[src/rtl/spi_pkg.sv]
// Shared types and widths for the SPI responder.
package spi_pkg;

    localparam int unsigned SPI_WORD_W = 8;
    localparam int unsigned SPI_BIT_W  = $clog2(SPI_WORD_W);

    typedef enum logic {IDLE, SHIFT} spi_slv_state_t;

endpackage

[src/rtl/spi_sync_edge.sv]
// Multi-flop synchronizer for one pin, with a history flop for rise/fall detection.
module spi_sync_edge #(
    parameter int unsigned SYNC_STAGES = 2,
    parameter logic        RST_VAL     = 1'b0
) (
    input  logic clk_i,
    input  logic rst_i,
    input  logic d_i,
    output logic level_o,
    output logic rise_c_o,
    output logic fall_c_o
);

    logic [SYNC_STAGES-1:0] sync_q;
    logic                   hist_q;

    always_ff @(posedge clk_i or posedge rst_i) begin
        if (rst_i) begin
            sync_q <= {SYNC_STAGES{RST_VAL}};
            hist_q <= RST_VAL;
        end else begin
            sync_q <= {sync_q[SYNC_STAGES-2:0], d_i};
            hist_q <= sync_q[SYNC_STAGES-1];
        end
    end

    assign level_o  = sync_q[SYNC_STAGES-1];
    assign rise_c_o =  sync_q[SYNC_STAGES-1] & ~hist_q;
    assign fall_c_o = ~sync_q[SYNC_STAGES-1] &  hist_q;

endmodule

[src/rtl/spi_slave.sv]
// SPI mode-0 responder, MSB first, oversampled entirely in the clk domain.
module spi_slave
    import spi_pkg::*;
#(
    parameter int unsigned SYNC_STAGES = 2,
    parameter int unsigned BYTE_CNT_W  = 2
) (
    input  logic                  clk,
    input  logic                  rst,
    input  logic                  sclk,
    input  logic                  cs,
    input  logic                  mosi,
    output logic                  miso,
    input  logic [SPI_WORD_W-1:0] tx_data,
    output logic                  tx_load,
    output logic [SPI_WORD_W-1:0] rx_data,
    output logic                  rx_valid,
    output logic [BYTE_CNT_W-1:0] byte_idx,
    output logic                  busy,
    output logic                  frame_done,
    output logic                  frame_abort
);

    localparam logic [SPI_BIT_W-1:0] LAST_BIT = SPI_BIT_W'(SPI_WORD_W - 1);

    logic sclk_lvl, sclk_rise_c, sclk_fall_c;
    logic cs_lvl, cs_rise_c, cs_fall_c;
    logic mosi_lvl, mosi_rise_c, mosi_fall_c;
    logic sync_unused_c;

    spi_sync_edge #(.SYNC_STAGES(SYNC_STAGES), .RST_VAL(1'b0)) u_sync_sclk (
        .clk_i(clk), .rst_i(rst), .d_i(sclk),
        .level_o(sclk_lvl), .rise_c_o(sclk_rise_c), .fall_c_o(sclk_fall_c)
    );

    // cs idles high, so its chain resets high to avoid a spurious edge on release
    spi_sync_edge #(.SYNC_STAGES(SYNC_STAGES), .RST_VAL(1'b1)) u_sync_cs (
        .clk_i(clk), .rst_i(rst), .d_i(cs),
        .level_o(cs_lvl), .rise_c_o(cs_rise_c), .fall_c_o(cs_fall_c)
    );

    spi_sync_edge #(.SYNC_STAGES(SYNC_STAGES), .RST_VAL(1'b0)) u_sync_mosi (
        .clk_i(clk), .rst_i(rst), .d_i(mosi),
        .level_o(mosi_lvl), .rise_c_o(mosi_rise_c), .fall_c_o(mosi_fall_c)
    );

    assign sync_unused_c = ^{sclk_lvl, cs_lvl, mosi_rise_c, mosi_fall_c};

    spi_slv_state_t        state_q;
    logic [SPI_WORD_W-1:0] tx_shift_q;
    logic [SPI_WORD_W-1:0] rx_shift_q;
    logic [SPI_BIT_W-1:0]  bit_cnt_q;
    logic [BYTE_CNT_W-1:0] byte_idx_q;
    logic [SPI_WORD_W-1:0] rx_data_q;
    logic                  rx_pend_q;
    logic                  got_byte_q;
    logic                  seen_rise_q;
    logic                  miso_q, busy_q, tx_load_q, rx_valid_q;
    logic                  frame_done_q, frame_abort_q;

    always_ff @(posedge clk or posedge rst) begin
        if (rst) begin
            state_q       <= IDLE;
            tx_shift_q    <= '0;
            rx_shift_q    <= '0;
            bit_cnt_q     <= '0;
            byte_idx_q    <= '0;
            rx_data_q     <= '0;
            rx_pend_q     <= 1'b0;
            got_byte_q    <= 1'b0;
            seen_rise_q   <= 1'b0;
            miso_q        <= 1'b0;
            busy_q        <= 1'b0;
            tx_load_q     <= 1'b0;
            rx_valid_q    <= 1'b0;
            frame_done_q  <= 1'b0;
            frame_abort_q <= 1'b0;
        end else begin
            tx_load_q     <= 1'b0;
            rx_valid_q    <= 1'b0;
            frame_done_q  <= 1'b0;
            frame_abort_q <= 1'b0;
            rx_pend_q     <= 1'b0;

            // a byte completed on the previous cycle is published even if cs just rose
            if (rx_pend_q) begin
                rx_data_q  <= rx_shift_q;
                rx_valid_q <= 1'b1;
            end

            case (state_q)
                IDLE: begin
                    miso_q <= 1'b0;
                    busy_q <= 1'b0;
                    if (cs_fall_c) begin
                        state_q     <= SHIFT;
                        tx_shift_q  <= tx_data;
                        tx_load_q   <= 1'b1;
                        miso_q      <= tx_data[SPI_WORD_W-1];
                        bit_cnt_q   <= '0;
                        byte_idx_q  <= '0;
                        busy_q      <= 1'b1;
                        got_byte_q  <= 1'b0;
                        seen_rise_q <= 1'b0;
                    end
                end
                SHIFT: begin
                    if (cs_rise_c) begin
                        state_q       <= IDLE;
                        miso_q        <= 1'b0;
                        busy_q        <= 1'b0;
                        bit_cnt_q     <= '0;
                        frame_done_q  <= (bit_cnt_q == '0) && got_byte_q;
                        frame_abort_q <= (bit_cnt_q != '0);
                    end else if (sclk_rise_c) begin
                        rx_shift_q  <= {rx_shift_q[SPI_WORD_W-2:0], mosi_lvl};
                        bit_cnt_q   <= bit_cnt_q + SPI_BIT_W'(1);
                        seen_rise_q <= 1'b1;
                        if (bit_cnt_q == LAST_BIT) begin
                            rx_pend_q  <= 1'b1;
                            got_byte_q <= 1'b1;
                        end
                    end else if (sclk_fall_c && seen_rise_q) begin
                        if (bit_cnt_q != '0) begin
                            tx_shift_q <= {tx_shift_q[SPI_WORD_W-2:0], 1'b0};
                            miso_q     <= tx_shift_q[SPI_WORD_W-2];
                        end else begin
                            tx_shift_q <= tx_data;
                            tx_load_q  <= 1'b1;
                            byte_idx_q <= byte_idx_q + BYTE_CNT_W'(1);
                            miso_q     <= tx_data[SPI_WORD_W-1];
                        end
                    end
                end
                default: state_q <= IDLE;
            endcase
        end
    end

    assign miso        = miso_q;
    assign busy        = busy_q;
    assign tx_load     = tx_load_q;
    assign rx_data     = rx_data_q;
    assign rx_valid    = rx_valid_q;
    assign byte_idx    = byte_idx_q;
    assign frame_done  = frame_done_q;
    assign frame_abort = frame_abort_q;

endmodule

[config.mk]
export PLATFORM = sky130hd
export DESIGN_NAME = spi_slave
export DESIGN_NICKNAME = d
export VERILOG_FILES = /design/src/rtl/spi_pkg.sv /design/src/rtl/spi_sync_edge.sv /design/src/rtl/spi_slave.sv
export SDC_FILE = /design/constraint.sdc
export NUM_CORES = 1
export LEC_CHECK = 0
export BUFFER_PORTS_ARGS = -buffer_cell sky130_fd_sc_hd__clkbuf_2
export CAP_MARGIN = 20
export CORE_MARGIN = 1
export CORE_UTILIZATION = 35
export DETAILED_ROUTE_END_ITERATION = 10
export GPL_ROUTABILITY_DRIVEN = 0
export MAX_ROUTING_LAYER = met4
export PLACE_DENSITY = 0.56
export SETUP_SLACK_MARGIN = 0.1
export SYNTH_ARGS = -nofsm -noshare
export SYNTH_HDL_FRONTEND = slang
export SYNTH_SLANG_ARGS = --single-unit
export TNS_END_PERCENT = 1
[constraint.sdc]
create_clock -name clk -period 3.5 [get_ports clk]
set_clock_uncertainty 0.05 [all_clocks]
set_input_delay 0.175 -clock clk [delete_from_list [all_inputs] [get_ports clk]]
set_output_delay 0.175 -clock clk [all_outputs]
set_load 0.01 [all_outputs]
==> flow_metrics.py <==
metrics = {
    "run_status": {
        "status": "complete, no violations",
    },
    "critical_path": {
        "worstPathArrival_ns": 1.86,
        "slowest_stage": "dfstp_2",
        "reg2reg_to": "tx_shift_q[6]$_DFFE_PP0P_",
        "start_kind": "flop",
        "critPathBufInv": 0,
        "worstReg2RegStart": "u_sync_cs.sync_q[1]$_DFF_PP1_",
        "crit_start": "u_sync_cs.sync_q[1]$_DFF_PP1_",
        "crit_chain": "nand2b_1 -> and3_4 -> nor2_8 -> mux2_2",
        "reg2regPathDepth": 4,
        "crit_fanout": 9,
        "cp_top_family": "simple AND/OR/NAND/NOR gates",
        "crit_path_end_kind": "flop",
        "critical_path_class": "flop to flop",
        "worstPathRequired_ns": 3.63,
        "rrSetupSlack_ns": 1.77,
        "slowest_delay_ns": 0.58,
    },
    "hold_path": {
        "hp-class": "input port to async pin",
    },
    "finish": {
        "syn_to_final_growth_pct": 16.6,
        "final_layout_size_suffix_gt1_share_pct": 41.5,
        "final_cell_count_no_fill": 241,
        "final_common_cell": "dfrtp_1",
        "final_nets": 186,
        "diodes": 0,
        "fillers": 495,
        "layout_common_cells": "dfrtp_1 (43), mux2_2 (28), clkbuf_2 (28)",
        "utilization_pct": 42.6,
    },
    "timing": {
        "hold_viol": 0,
        "tightest_slew_ns": 0.921,
        "whs_ns": 0.0233,
        "setup_viol": 0,
        "finalSetupTns_ns": 0,
        "relSlewSlack_pct": 38.5,
        "final_max_slew_viol_count": 0,
        "timing.fmax_mhz": 577,
        "fin_crit_ns": 1.73,
        "fin_crit_sh_pct": 49.5,
        "rsz0062_at_grt": "no",
    },
    "global_route": {
        "grt_pass1_wl_um": 4860,
        "grt_usage_pct": 12.2,
        "grt_max_degree": 47,
        "grt-ovfl-total": 0,
        "grtUsageMet2_pct": 19.3,
        "grt_use_met1_pct": 14.5,
        "top_usage_layer": "met2",
        "grt_pass1_vias": 1090,
        "antenna_found_initial": 0,
        "grtUsageMet3_pct": 4.02,
    },
    "synth": {
        "synth_compound_area_share_pct": 4.80,
        "synth_seq_cells": 46,
        "synth_top_family_by_area": "multiplexers",
        "yosysSeqAreaShare_pct": 61.6,
        "yosys.area_share.simple_pct": 11.1,
        "synth.distinct_cells": 29,
        "synthXorXnorAreaFrac_pct": 0,
        "yosysWarnings": 0,
        "synth-adder-area-share_pct": 2.00,
        "yosysTopAreaCell": "dfrtp_1",
        "avgSynthCellArea_um2": 13.9,
        "post_synth_main_area_contributors": "dfrtp_1 (57%), mux2_2 (17%), dfstp_2 (4.2%)",
        "syn_nets": 151,
        "synth_mux_area_share_pct": 17.9,
        "synth_area_um2": 1880,
        "netlist_instances": 135,
        "synth_top_area_share_pct": 57.4,
    },
    "run": {
        "maxCapViolCount": 0,
    },
    "routing": {
        "ant_nets": 0,
        "viasPerCell": 4.57,
        "drc": 0,
        "wl_per_cell_um": 12.4,
        "dr.pass1.iters": 4,
        "routed_wirelength_um": 2980,
        "dr_total_vias": 1101,
        "drt_iter0_markers": 60,
    },
    "floorplanning": {
        "die-area_um2": 5660,
        "core_area_um2": 5140,
        "die-height_um": 75.2,
        "design.portCount": 29,
        "die_w_um": 75.2,
        "start_util_pct": 36.5,
        "fp-row-count": 26,
    },
    "pwr": {
        "p_leak_nw": 1.08,
        "ir_drop_uv": 158,
        "power_density_nw_per_um2": 551,
        "p_total_mw": 1.20,
    },
    "place": {
        "dp_hpwl_um": 2120,
        "io_buffers": 28,
        "dp.cells": 230,
    },
    "clock_network": {
        "cts_max_path_buffers": 2,
        "htree_levels": 2,
        "insertion_delay_ns": 0.29,
        "cts_setup_buffers": 0,
        "ctsResizeCount": 0,
        "cts_buffers": 5,
        "ctsHoldBuffers": 3,
        "root_buffer": "clkbuf_8",
        "numClockSinks": 46,
        "tritoncts": "done",
        "clkTransAtPathRegs_ns": 0.08,
    },
}
==> power by group <==
| group | switching, mW | internal [mW] |
|---|---|---|
| logic | 0.0933 | 0.116 |
| registers | 0.0649 | 0.631 |
| clock network | 0.158 | 0.142 |
==> cells in the mapped netlist, drive strengths merged <==
| library cell | number |
|---|---|
| dfrtp | 43 |
| mux2 | 28 |
| nand2 | 12 |
| a21oi | 6 |
| inv | 6 |
| nor2 | 6 |
| nand2b | 4 |
| a22o | 3 |
| dfstp | 3 |
| ha | 3 |
| nand3 | 3 |
| o21ai | 3 |
| buf | 2 |
| mux2i | 2 |
| and2 | 1 |
| and2b | 1 |
| and3 | 1 |
| and3b | 1 |
| clkbuf | 1 |
| nand4 | 1 |
| nor2b | 1 |
| nor3 | 1 |
| nor3b | 1 |
| o221ai | 1 |
| o32a | 1 |
==> worst max path at each step <==
stage	end	slack, ns	depth (start not counted)
finish	tx_shift_q[6]$_DFFE_PP0P_	1.77	4
global route	tx_shift_q[6]$_DFFE_PP0P_	1.65	4
CTS	tx_shift_q[6]$_DFFE_PP0P_	1.75	4
detailed placement	tx_shift_q[6]$_DFFE_PP0P_	1.77	4
global placement	tx_shift_q[5]$_DFFE_PP0P_	1.82	4
floorplan	tx_shift_q[1]$_DFFE_PP0P_	1.93	5
==> stage by stage <==
step                      instance area (um^2)  setup slack (ns)
final                                     2190              1.77
after global routing                      2190              1.65
after CTS                                 2190              1.75
after detailed placement                  2080              1.77
after global placement                    2080              1.82
after floorplan                           1880              1.93
==> state kept, by name (all words and copies together), names as in the netlist, 2 cells and up <==
register            flops
bit_cnt_q               3
byte_idx                2
rx_data                 8
rx_shift_q              8
tx_shift_q              7
u_sync_cs.sync_q        2
u_sync_mosi.sync_q      2
u_sync_sclk.sync_q      2
==> per-layer routing <==
metal,share of wire [%],vias up
li1,-,535
met1,45,543
met2,49,19
met3,4.5,4
met4,1.3,0
met5,0,-
==> final cells by class <==
cell class	instances	area, um^2	share of cell area (%)
timing repair buffer	31	170	7.78
sequential	46	1150	52.8
inverter	6	22.5	1.03
tap	70	87.6	4.00
clock buffer	8	80.1	3.66
multi-input combinational	80	672	30.7
==> cells by family (layout without fill, tap and decap cells) <==
family | count (synthesis) | after routing
DFF | 46 | 46
and+or+nand+nor | 33 | 33
muxes | 30 | 30
AOI/OAI and AO/OA | 14 | 14
buffers and inverters | 9 | 45
adders and majority gates | 3 | 3
Note: power is estimated with default switching activity, not from simulation.
